## config.mk

```make
export PLATFORM = sky130hd
export DESIGN_NAME = spi_rx_fifo_slave
export DESIGN_NICKNAME = d
export VERILOG_FILES = /design/src/rtl/spi_pkg.sv /design/src/rtl/sync_fifo.sv /design/src/rtl/spi_rx_fifo_slave.sv
export SDC_FILE = /design/constraint.sdc
export NUM_CORES = 1
export LEC_CHECK = 0
export CORE_MARGIN = 1
export CORE_UTILIZATION = 47
export DETAILED_ROUTE_END_ITERATION = 10
export PLACE_DENSITY = 0.74
export SETUP_SLACK_MARGIN = 0.2
export SLEW_MARGIN = 10
export SYNTH_ARGS = -nofsm -noshare
export SYNTH_HDL_FRONTEND = slang
export SYNTH_SLANG_ARGS = --single-unit
```

## constraint.sdc

```tcl
create_clock -name CLOCK_50 -period 6.6 [get_ports CLOCK_50]
set_input_delay 0.99 -clock CLOCK_50 [delete_from_list [all_inputs] [get_ports CLOCK_50]]
set_output_delay 0.99 -clock CLOCK_50 [all_outputs]
set_load 0.005 [all_outputs]
```

## src/rtl/spi_pkg.sv

```systemverilog
// Shared SPI receive definitions: mode encodings, receiver states, synchronizer depth.
// Constant-foldable helpers only; no logic lives here.
package spi_pkg;

    typedef enum logic [1:0] {
        MODE0 = 2'd0,
        MODE1 = 2'd1,
        MODE2 = 2'd2,
        MODE3 = 2'd3
    } spi_mode_e;

    typedef enum logic [1:0] {
        RX_IDLE  = 2'd0,
        RX_ARMED = 2'd1,
        RX_SHIFT = 2'd2
    } rx_state_e;

    localparam int SYNC_DEPTH = 2;

    function automatic int clog2(input int value);
        int r;
        r = 0;
        for (int i = 0; i < 31; i++) begin
            if ((1 << i) < value) r = i + 1;
        end
        return r;
    endfunction

endpackage

```

## src/rtl/sync_fifo.sv

```systemverilog
// Single-clock circular FIFO with occupancy count; head word is read combinationally, zero when empty.
// A push while full is dropped (drop_o) unless a pop frees the slot in the same cycle.
module sync_fifo
    import spi_pkg::*;
#(
    parameter int WIDTH = 9,
    parameter int DEPTH = 16
) (
    input  logic                  clk_i,
    input  logic                  rst_n_i,
    input  logic                  push_i,
    input  logic [WIDTH-1:0]      push_dat_i,
    input  logic                  pop_i,
    output logic [WIDTH-1:0]      head_dat_o,
    output logic                  head_vld_o,
    output logic                  drop_o,
    output logic [clog2(DEPTH):0] level_o
);

    localparam int PTR_W = clog2(DEPTH);
    localparam logic [PTR_W:0] FULL_CNT = (PTR_W + 1)'(DEPTH);

    logic [WIDTH-1:0] mem_q [DEPTH];
    logic [PTR_W-1:0] wr_ptr_q;
    logic [PTR_W-1:0] rd_ptr_q;
    logic [PTR_W:0]   count_q;
    logic             full;
    logic             pop_eff;
    logic             push_eff;

    assign full     = (count_q == FULL_CNT);
    assign pop_eff  = pop_i && (count_q != '0);
    assign push_eff = push_i && (!full || pop_eff);
    assign drop_o   = push_i && full && !pop_eff;

    // Pointers wrap for free because DEPTH is a power of two.
    always_ff @(posedge clk_i) begin
        if (!rst_n_i) begin
            wr_ptr_q <= '0;
            rd_ptr_q <= '0;
            count_q  <= '0;
        end else begin
            if (push_eff) wr_ptr_q <= wr_ptr_q + PTR_W'(1);
            if (pop_eff)  rd_ptr_q <= rd_ptr_q + PTR_W'(1);
            if (push_eff && !pop_eff) begin
                count_q <= count_q + (PTR_W + 1)'(1);
            end else if (pop_eff && !push_eff) begin
                count_q <= count_q - (PTR_W + 1)'(1);
            end
        end
    end

    always_ff @(posedge clk_i) begin
        if (push_eff) mem_q[wr_ptr_q] <= push_dat_i;
    end

    assign head_vld_o = (count_q != '0);
    assign head_dat_o = head_vld_o ? mem_q[rd_ptr_q] : '0;
    assign level_o    = count_q;

endmodule

```

## src/rtl/spi_rx_fifo_slave.sv

```systemverilog
// SPI slave receiver (any CPOL/CPHA) feeding a word FIFO tagged with start-of-frame.
// Word visible on m_valid ~4 CLOCK_50 cycles after its last sample edge; words arriving while full are dropped and flagged.
module spi_rx_fifo_slave
    import spi_pkg::*;
#(
    parameter int WORD_W     = 8,
    parameter int FIFO_DEPTH = 16,
    parameter int CPOL       = 0,
    parameter int CPHA       = 0
) (
    input  logic                          CLOCK_50,
    input  logic                          RESET_N,
    input  logic                          SCK,
    input  logic                          MOSI,
    input  logic                          SSEL,
    output logic [WORD_W-1:0]             m_data,
    output logic                          m_sof,
    output logic                          m_valid,
    input  logic                          m_ready,
    output logic                          frame_end,
    output logic                          overflow,
    input  logic                          clr_ovf,
    output logic [$clog2(FIFO_DEPTH):0]   level
);

    localparam int              CNT_W       = clog2(WORD_W);
    localparam logic [1:0]      MODE_BITS   = 2'((CPOL % 2) * 2 + (CPHA % 2));
    localparam logic            SAMPLE_RISE = (MODE_BITS == MODE0) || (MODE_BITS == MODE3);
    localparam logic            SCK_IDLE    = (CPOL % 2) != 0;
    localparam logic [CNT_W-1:0] LAST_BIT   = CNT_W'(WORD_W - 1);

    logic [SYNC_DEPTH:0]   sck_q;
    logic [SYNC_DEPTH:0]   ssel_q;
    logic [SYNC_DEPTH-1:0] mosi_q;
    logic [SYNC_DEPTH-1:0] warm_q;

    logic sck_s, sck_prev, ssel_s, ssel_prev, mosi_s;
    logic sample_edge, ssel_rise;

    rx_state_e        state_q;
    logic [CNT_W-1:0] cnt_q;
    logic [WORD_W-2:0] shift_q;
    logic             sof_pend_q;
    logic             seen_hi_q;
    logic             push_vld_q;
    logic [WORD_W:0]  push_dat_q;
    logic             frame_end_q;
    logic             overflow_q;

    logic [WORD_W:0]  head_dat;
    logic             fifo_drop;

    // Reset values mimic an idle bus so the first real samples never look like an edge.
    always_ff @(posedge CLOCK_50) begin
        if (!RESET_N) begin
            sck_q  <= {(SYNC_DEPTH + 1){SCK_IDLE}};
            ssel_q <= '1;
            mosi_q <= '0;
            warm_q <= '0;
        end else begin
            sck_q  <= {sck_q[SYNC_DEPTH-1:0], SCK};
            ssel_q <= {ssel_q[SYNC_DEPTH-1:0], SSEL};
            mosi_q <= {mosi_q[SYNC_DEPTH-2:0], MOSI};
            warm_q <= {warm_q[SYNC_DEPTH-2:0], 1'b1};
        end
    end

    assign sck_s       = sck_q[SYNC_DEPTH-1];
    assign sck_prev    = sck_q[SYNC_DEPTH];
    assign ssel_s      = ssel_q[SYNC_DEPTH-1];
    assign ssel_prev   = ssel_q[SYNC_DEPTH];
    assign mosi_s      = mosi_q[SYNC_DEPTH-1];
    assign sample_edge = (sck_s != sck_prev) && (sck_s == SAMPLE_RISE);
    assign ssel_rise   = ssel_s && !ssel_prev;

    // seen_hi_q only trusts SSEL once the synchronizer holds genuine post-reset samples,
    // so a frame already running when reset lifts is skipped entirely.
    always_ff @(posedge CLOCK_50) begin
        if (!RESET_N) begin
            state_q     <= RX_IDLE;
            cnt_q       <= '0;
            shift_q     <= '0;
            sof_pend_q  <= 1'b0;
            seen_hi_q   <= 1'b0;
            push_vld_q  <= 1'b0;
            push_dat_q  <= '0;
            frame_end_q <= 1'b0;
        end else begin
            push_vld_q  <= 1'b0;
            frame_end_q <= ssel_rise;
            seen_hi_q   <= seen_hi_q || (warm_q[SYNC_DEPTH-1] && ssel_s);
            if (ssel_s) begin
                state_q <= RX_IDLE;
                cnt_q   <= '0;
            end else begin
                case (state_q)
                    RX_IDLE: begin
                        if (seen_hi_q) begin
                            state_q    <= RX_ARMED;
                            sof_pend_q <= 1'b1;
                        end
                    end
                    RX_ARMED, RX_SHIFT: begin
                        if (sample_edge) begin
                            if (cnt_q == LAST_BIT) begin
                                push_vld_q <= 1'b1;
                                push_dat_q <= {sof_pend_q, shift_q, mosi_s};
                                sof_pend_q <= 1'b0;
                                cnt_q      <= '0;
                                state_q    <= RX_ARMED;
                            end else begin
                                shift_q <= {shift_q[WORD_W-3:0], mosi_s};
                                cnt_q   <= cnt_q + CNT_W'(1);
                                state_q <= RX_SHIFT;
                            end
                        end
                    end
                    default: state_q <= RX_IDLE;
                endcase
            end
        end
    end

    sync_fifo #(
        .WIDTH (WORD_W + 1),
        .DEPTH (FIFO_DEPTH)
    ) u_fifo (
        .clk_i      (CLOCK_50),
        .rst_n_i    (RESET_N),
        .push_i     (push_vld_q),
        .push_dat_i (push_dat_q),
        .pop_i      (m_ready),
        .head_dat_o (head_dat),
        .head_vld_o (m_valid),
        .drop_o     (fifo_drop),
        .level_o    (level)
    );

    always_ff @(posedge CLOCK_50) begin
        if (!RESET_N) begin
            overflow_q <= 1'b0;
        end else if (fifo_drop) begin
            overflow_q <= 1'b1;
        end else if (clr_ovf) begin
            overflow_q <= 1'b0;
        end
    end

    assign m_sof     = head_dat[WORD_W];
    assign m_data    = head_dat[WORD_W-1:0];
    assign frame_end = frame_end_q;
    assign overflow  = overflow_q;

endmodule

```

==> results of run 1 <==
-- sequential cells by signal, indices dropped and copies added, names as in the netlist, named ones only --
name,count
u_fifo.wr_ptr_q,4
sof_pend_q,1
push_vld_q,1
u_fifo.mem_q,144
push_dat_q,9
warm_q,2
u_fifo.rd_ptr_q,4
u_fifo.level_o,5
mosi_q,2
ssel_q,3
state_q,2
frame_end,1
cnt_q,3
sck_q,3
overflow,1
shift_q,7
seen_hi_q,1
-- stage by stage --
stage | cell area (um2) | std cells | hold slack, ns | total power [mW]
after floorplan | 7830 | 463 | 0.367 | 1.67
after global placement | 8230 | 681 | 0.382 | 1.80
after detailed placement | 8230 | 681 | 0.380 | 1.81
after CTS | 8840 | 713 | 0.387 | 2.83
after global routing | 8840 | 713 | 0.393 | 2.91
final | 8840 | 713 | 0.383 | 2.81
-- final cells by class --
cell class	instances	area (um2)	share of cell area, %
Multi-Input combinational cell	230	2270	25.7
Timing Repair Buffer	27	260	2.94
Sequential cell	197	5390	61.0
Tap cell	216	270	3.06
Inverter	11	41.3	0.467
Clock buffer	25	551	6.23
Clock inverter	7	52.6	0.595
-- where the power goes --
part	total, mW	switching [mW]	internal (mW)
sequential	1.38	0.0493	1.33
combinational	0.400	0.173	0.228
clock	1.03	0.443	0.586
-- worst paths after layout --
check / start / end / cells past startpoint
max: flip-flop / m_data[3] / 4
min: ssel_q[2] / frame_end / 1
max reg2reg: u_fifo.level_o[0] / u_fifo.level_o[3] / 10
min reg2reg: ssel_q[2] / frame_end / 1
-- kinds of logic (layout without fill, tap and decap cells) --
logic type	Yosys count	count (layout)	share of synthesized area, %
simple gates	100	100	7.78
mux	66	66	14.2
flops	197	197	68.8
xor+xnor	6	6	0.671
compound gates	44	44	4.07
fa+ha+maj	14	14	2.33
buf+inv	36	70	2.17
-- layer usage --
metal | vias to the layer above | wire (um)
met1 | 2000 | 6450
met5 | - | 0
li1 | 1826 | -
met2 | 121 | 7450
met3 | 8 | 784
met4 | 0 | 135
-- cell usage after synthesis, drive strengths merged --
master	n
a311oi	1
inv	11
and2	21
nand4b	1
or4b	1
a211oi	19
o211ai	2
nor2b	30
xnor2	6
nand2	3
clkbuf	13
a31oi	2
a21oi	9
mux4	36
o21a	2
and4	4
nand2b	7
nand3b	1
edfxtp	144
a21boi	2
o21ai	5
and3	4
a2bb2oi	1
dfxtp	53
nor2	13
mux2i	30
nand3	5
or4	1
nor3	6
nor3b	2
or3	1
fa	1
a21o	1
buf	12
ha	13
-- cell usage in the layout (no fill, tap or decap), types with 5 or more instances in the layout --
| cell type | Yosys | layout |
|---|---|---|
| clkbuf_16 | 0 | 21 |
| ha_1 | 13 | 13 |
| nand2b_1 | 7 | 7 |
| a211oi_1 | 19 | 19 |
| clkdlybuf4s50_1 | 0 | 23 |
| dfxtp_1 | 53 | 51 |
| edfxtp_1 | 144 | 144 |
| nor2_1 | 12 | 12 |
| a21oi_1 | 9 | 9 |
| mux2i_1 | 30 | 30 |
| inv_1 | 10 | 10 |
| nand3_1 | 5 | 5 |
| and2_1 | 21 | 21 |
| xnor2_1 | 6 | 6 |
| nor3_1 | 5 | 5 |
| nor2b_1 | 30 | 30 |
| mux4_2 | 36 | 36 |
-- worst max-delay path, cell delays in order (launching register included) --
cell             delay, ns
dfxtp_2               1.00
mux4_2                0.65
mux2i_1               0.24
a211oi_1              0.12
clkdlybuf4s50_1       0.49
==> results.json, run 1 <==
{
  "drt-initial-drc-count": 307,
  "grt_pass1_vias": 4120,
  "p_leak_nw": 2.86,
  "gp_congestion": 0.780,
  "hp-class": "flip-flop to flip-flop",
  "die_width_um": 131,
  "use_met2_pct": 31.3,
  "die-height_um": 131,
  "dieArea_um2": 17200,
  "path_class": "flip-flop to output port",
  "hold_viol_final": 0,
  "ir_worst_vdd_v": 0.000206,
  "synthCells": 463,
  "postCtsResizedCells": 0,
  "grt_pass1_wl_um": 23200,
  "cap_violations": 0,
  "area_delta_synth_final_pct": 12.9,
  "grt_max_degree": 37,
  "cts-root-buf": "clkbuf_16",
  "critical_path_required_ns": 5.61,
  "wl_per_cell_um": 20.8,
  "cts_post_setup_buffers_inserted": 0,
  "cts.clk_slew.worst_paths_ns": 0.07,
  "synth_area_um2": 7830,
  "antenna_found_initial": 0,
  "top_usage_layer": "met2",
  "num_antenna_cells": 0,
  "finalMaxSlewViolations": 0,
  "crit_path_end_kind": "output port",
  "finalSetupViolations": 0,
  "post-route-period-util_pct": 59.4,
  "synth_top_area_cell": "edfxtp_1",
  "clock.fmax_ghz": 0.255,
  "dpl.hpwl_um": 9230,
  "synth_nets": 484,
  "rsz0062_at_grt": "no",
  "core_um2": 16100,
  "fin_util_pct": 55.0,
  "yosysUniqueCellTypes": 43,
  "cts_tree": "done",
  "numCtsBuffers": 17,
  "viasPerCell": 5.55,
  "gr-usage-all-layers_pct": 19.3,
  "p_per_area_nw_per_um2": 318,
  "yosysSeqAreaShare_pct": 68.8,
  "startpoint_type": "flip-flop",
  "final_net_count": 505,
  "worstPathMaxFanout": 36,
  "dp_slack_ns": 3.06,
  "ctsHoldBuffers": 0,
  "ys_ff_latch": 197,
  "route.detailed.drc": 0,
  "num_vias": 3955,
  "clock_skew_ns": 0.00845,
  "nFillCells": 1234,
  "setup_slack_ns": 2.68,
  "status": "finished, final reports clean",
  "yosysWarningCount": 0,
  "dr.pass1.iters": 5,
  "cts.sinks": 197,
  "grt_use_met1_pct": 25.4,
  "use_met3_pct": 4.67,
  "period_needed_ns": 3.92,
  "drt-total-wl_um": 14800,
  "maxSlewHeadroom_pct": 32.1,
  "drive_gt1_share_pct": 16.3,
  "io_buffers": 23,
  "io-pin-count": 24,
  "h-tree-depth": 4,
  "gr-total-overflow": 0,
  "worst_pin_slew_ns": 1.02,
  "syn_area_per_cell_um2": 16.9,
  "arrival_ns": 2.93,
  "initial_core_util_pct": 48.8,
  "cts_buffer_depth": 2,
  "synthDominantCellAreaShare_pct": 55.2,
  "rows": 46,
  "rrSetupSlack_ns": 3.74,
  "ys_top_cells_by_area": "edfxtp_1 55%, dfxtp_1 14%, mux4_2 10%, mux2i_1 3.8%, nor2b_1 2.4%",
  "clk_latency_ns": 0.43,
  "antenna_left": 0,
  "finalSetupTns_ns": 0
}
No activity file was read; power rests on OpenSTA's default activity.
==> run 2, diff against run 1 <==
- clock period: 6.6 -> 4 ns (I/O delays scaled with it)
==> run 2 against run 1 <==
  * Die area stayed put
  * Hold slack got worse by 0.00096 ns
  * Utilization up 0.086 points
  * Global-route usage down 1.2 points
  * Total power grew 64%
  * Via count shrank 1.2%
  * Clock power rose by 60%
  * Critical path type unchanged
==> results.json, run 2 (same netlist as run 1, synthesis figures left out) <==
{
  "status": "finished, final reports clean",
  "gp_congestion": 0.798,
  "grt_max_degree": 38,
  "cts.sinks": 197,
  "setup_slack_ns": 0.515,
  "route.detailed.drc": 0,
  "fin_area_um2": 8850,
  "finalMaxSlewViolations": 0,
  "period_needed_ns": 3.49,
  "core_um2": 16100,
  "worstPathMaxFanout": 20,
  "placed_area_um2": 8270,
  "rsz0062_at_grt": "no",
  "worstHoldStart": "ssel_q[2]",
  "grt_pass1_vias": 4171,
  "finalSetupViolations": 0,
  "numCtsBuffers": 17,
  "hold_viol_final": 0,
  "finalSetupTns_ns": 0,
  "cts_buffer_depth": 2,
  "p_leak_nw": 2.88,
  "arrival_ns": 2.89,
  "drt-total-wl_um": 13900,
  "gr-total-overflow": 0,
  "antenna_found_initial": 0,
  "die_width_um": 131,
  "clk_latency_ns": 0.42,
  "num_antenna_cells": 0,
  "final_net_count": 508,
  "worst_pin_slew_ns": 0.720,
  "wl_per_cell_um": 19.4,
  "timing.rr.end": "u_fifo.level_o[3]",
  "ir_worst_vdd_v": 0.000340,
  "hold_depth": 1,
  "cp_slowest_stage_delay_ns": 0.79,
  "regMostFlops": "u_fifo.mem_q",
  "die-height_um": 131,
  "largest_registers": "u_fifo.mem_q x144, push_dat_q x9, shift_q x7",
  "hp-class": "flip-flop to flip-flop",
  "h-tree-depth": 4,
  "gr-usage-all-layers_pct": 18.0,
  "cts-root-buf": "clkbuf_16",
  "cts_post_setup_buffers_inserted": 0,
  "post-route-period-util_pct": 87.1,
  "io_buffers": 23,
  "initial_core_util_pct": 48.8,
  "regToRegStartpoint": "u_fifo.level_o[0]",
  "critPathSlowestCell": "dfxtp_2",
  "startpoint_type": "flip-flop",
  "cp_cell_sequence": "mux4_2 > nor2b_1 > a211oi_1 > a211oi_1 > clkdlybuf4s50_1",
  "ctsHoldBuffers": 0,
  "dp_slack_ns": 0.883,
  "rrSetupSlack_ns": 1.18,
  "rows": 46,
  "cts.clk_slew.worst_paths_ns": 0.06,
  "grt_pass1_wl_um": 22300,
  "p_per_area_nw_per_um2": 520,
  "maxSlewHeadroom_pct": 51.8,
  "worstRegToRegCells": 10,
  "mostFrequentLayoutCell": "edfxtp_1",
  "crit_path_end_kind": "output port",
  "antenna_left": 0,
  "dieArea_um2": 17200,
  "drt-initial-drc-count": 429,
  "dpl.hpwl_um": 9180,
  "cap_violations": 0,
  "cts_tree": "done",
  "path_class": "flip-flop to output port",
  "final_cell_mix": "144 x edfxtp_1, 51 x dfxtp_1, 36 x mux4_2, 30 x mux2i_1, 30 x nor2b_1",
  "critical_path_required_ns": 3.40,
  "postCtsResizedCells": 0,
  "area_delta_synth_final_pct": 13.0,
  "hold_end": "frame_end",
  "drive_gt1_share_pct": 17.2,
  "clock.fmax_ghz": 0.287,
  "nFillCells": 1242,
  "num_vias": 3906,
  "largest_register_ffs": 144,
  "dr.pass1.iters": 4,
  "viasPerCell": 5.46,
  "io-pin-count": 24,
  "cp_common_cell": "a211oi_1",
  "clock_skew_ns": 0.0109
}
==> run 2: cell count changes in the layout (fill, tap and decap cells not counted), sizes merged <==
cell and change:
clkbuf -4, buf +3, inv +3, bufinv +1, clkinv +1, clkinvlp -1
==> run 2: power by group <==
part	internal [mW]	switching [mW]	total (mW)	leakage [nW]
registers	2.19	0.0783	2.27	1.77
logic	0.388	0.292	0.680	0.820
clock network	0.944	0.705	1.65	0.297
total	3.53	1.07	4.60	2.88
==> run 2: layout make-up <==
cell class | count | area (um2) | area share [%]
clock inverter | 11 | 90.1 | 1.02
tap | 216 | 270 | 3.05
timing repair buffer | 30 | 295 | 3.34
inverter | 11 | 41.3 | 0.466
sequential | 197 | 5390 | 60.9
clock buffer | 21 | 492 | 5.56
multi-input combinational | 230 | 2270 | 25.7
==> run 2: stage by stage <==
step / utilization [%] / hold WS (ns) / std cells / power, mW
global route: 55.1 / 0.405 / 716 / 4.78
CTS: 55.1 / 0.386 / 716 / 4.64
finish: 55.1 / 0.382 / 716 / 4.60
detailed placement: 51.5 / 0.373 / 684 / 3.01
floorplan: - / 0.367 / 463 / 2.76
global placement: 51.5 / 0.379 / 684 / 2.98
==> run 2: how the worst max path moves through the flow <==
stage | to | from | slack, ns
after detailed placement | u_fifo.level_o[4] | m_ready | 0.88
final | m_data[1] | flip-flop | 0.51
after CTS | m_data[1] | flip-flop | 0.45
after global routing | m_data[1] | flip-flop | 0.26
after global placement | u_fifo.level_o[3] | m_ready | 0.95
after floorplan | u_fifo.level_o[3] | u_fifo.level_o[0] | 1.32
==> run 2: metal layers <==
layer / up-vias / share of wire, % / track usage (%)
li1: 1832 / - / -
met1: 1966 / 44 / 24.0
met2: 103 / 50 / 29.7
met3: 5 / 5.5 / 4.30
met4: 0 / 0.55 / 5.14
met5: - / 0 / 0
==> run 2: worst max-delay path, delay by kind of cell, from the launching register on <==
family / cells / cell delay [ns]
flops: 1 / 0.79
buf+inv: 1 / 0.60
compound gates: 2 / 0.54
mux: 1 / 0.34
simple gates: 1 / 0.18
==> run 3, diff against run 2 <==
- CORE_MARGIN: 1 -> default
==> results of run 3 <==
The final DEF is identical to that of run 2; final timing and power are the same.
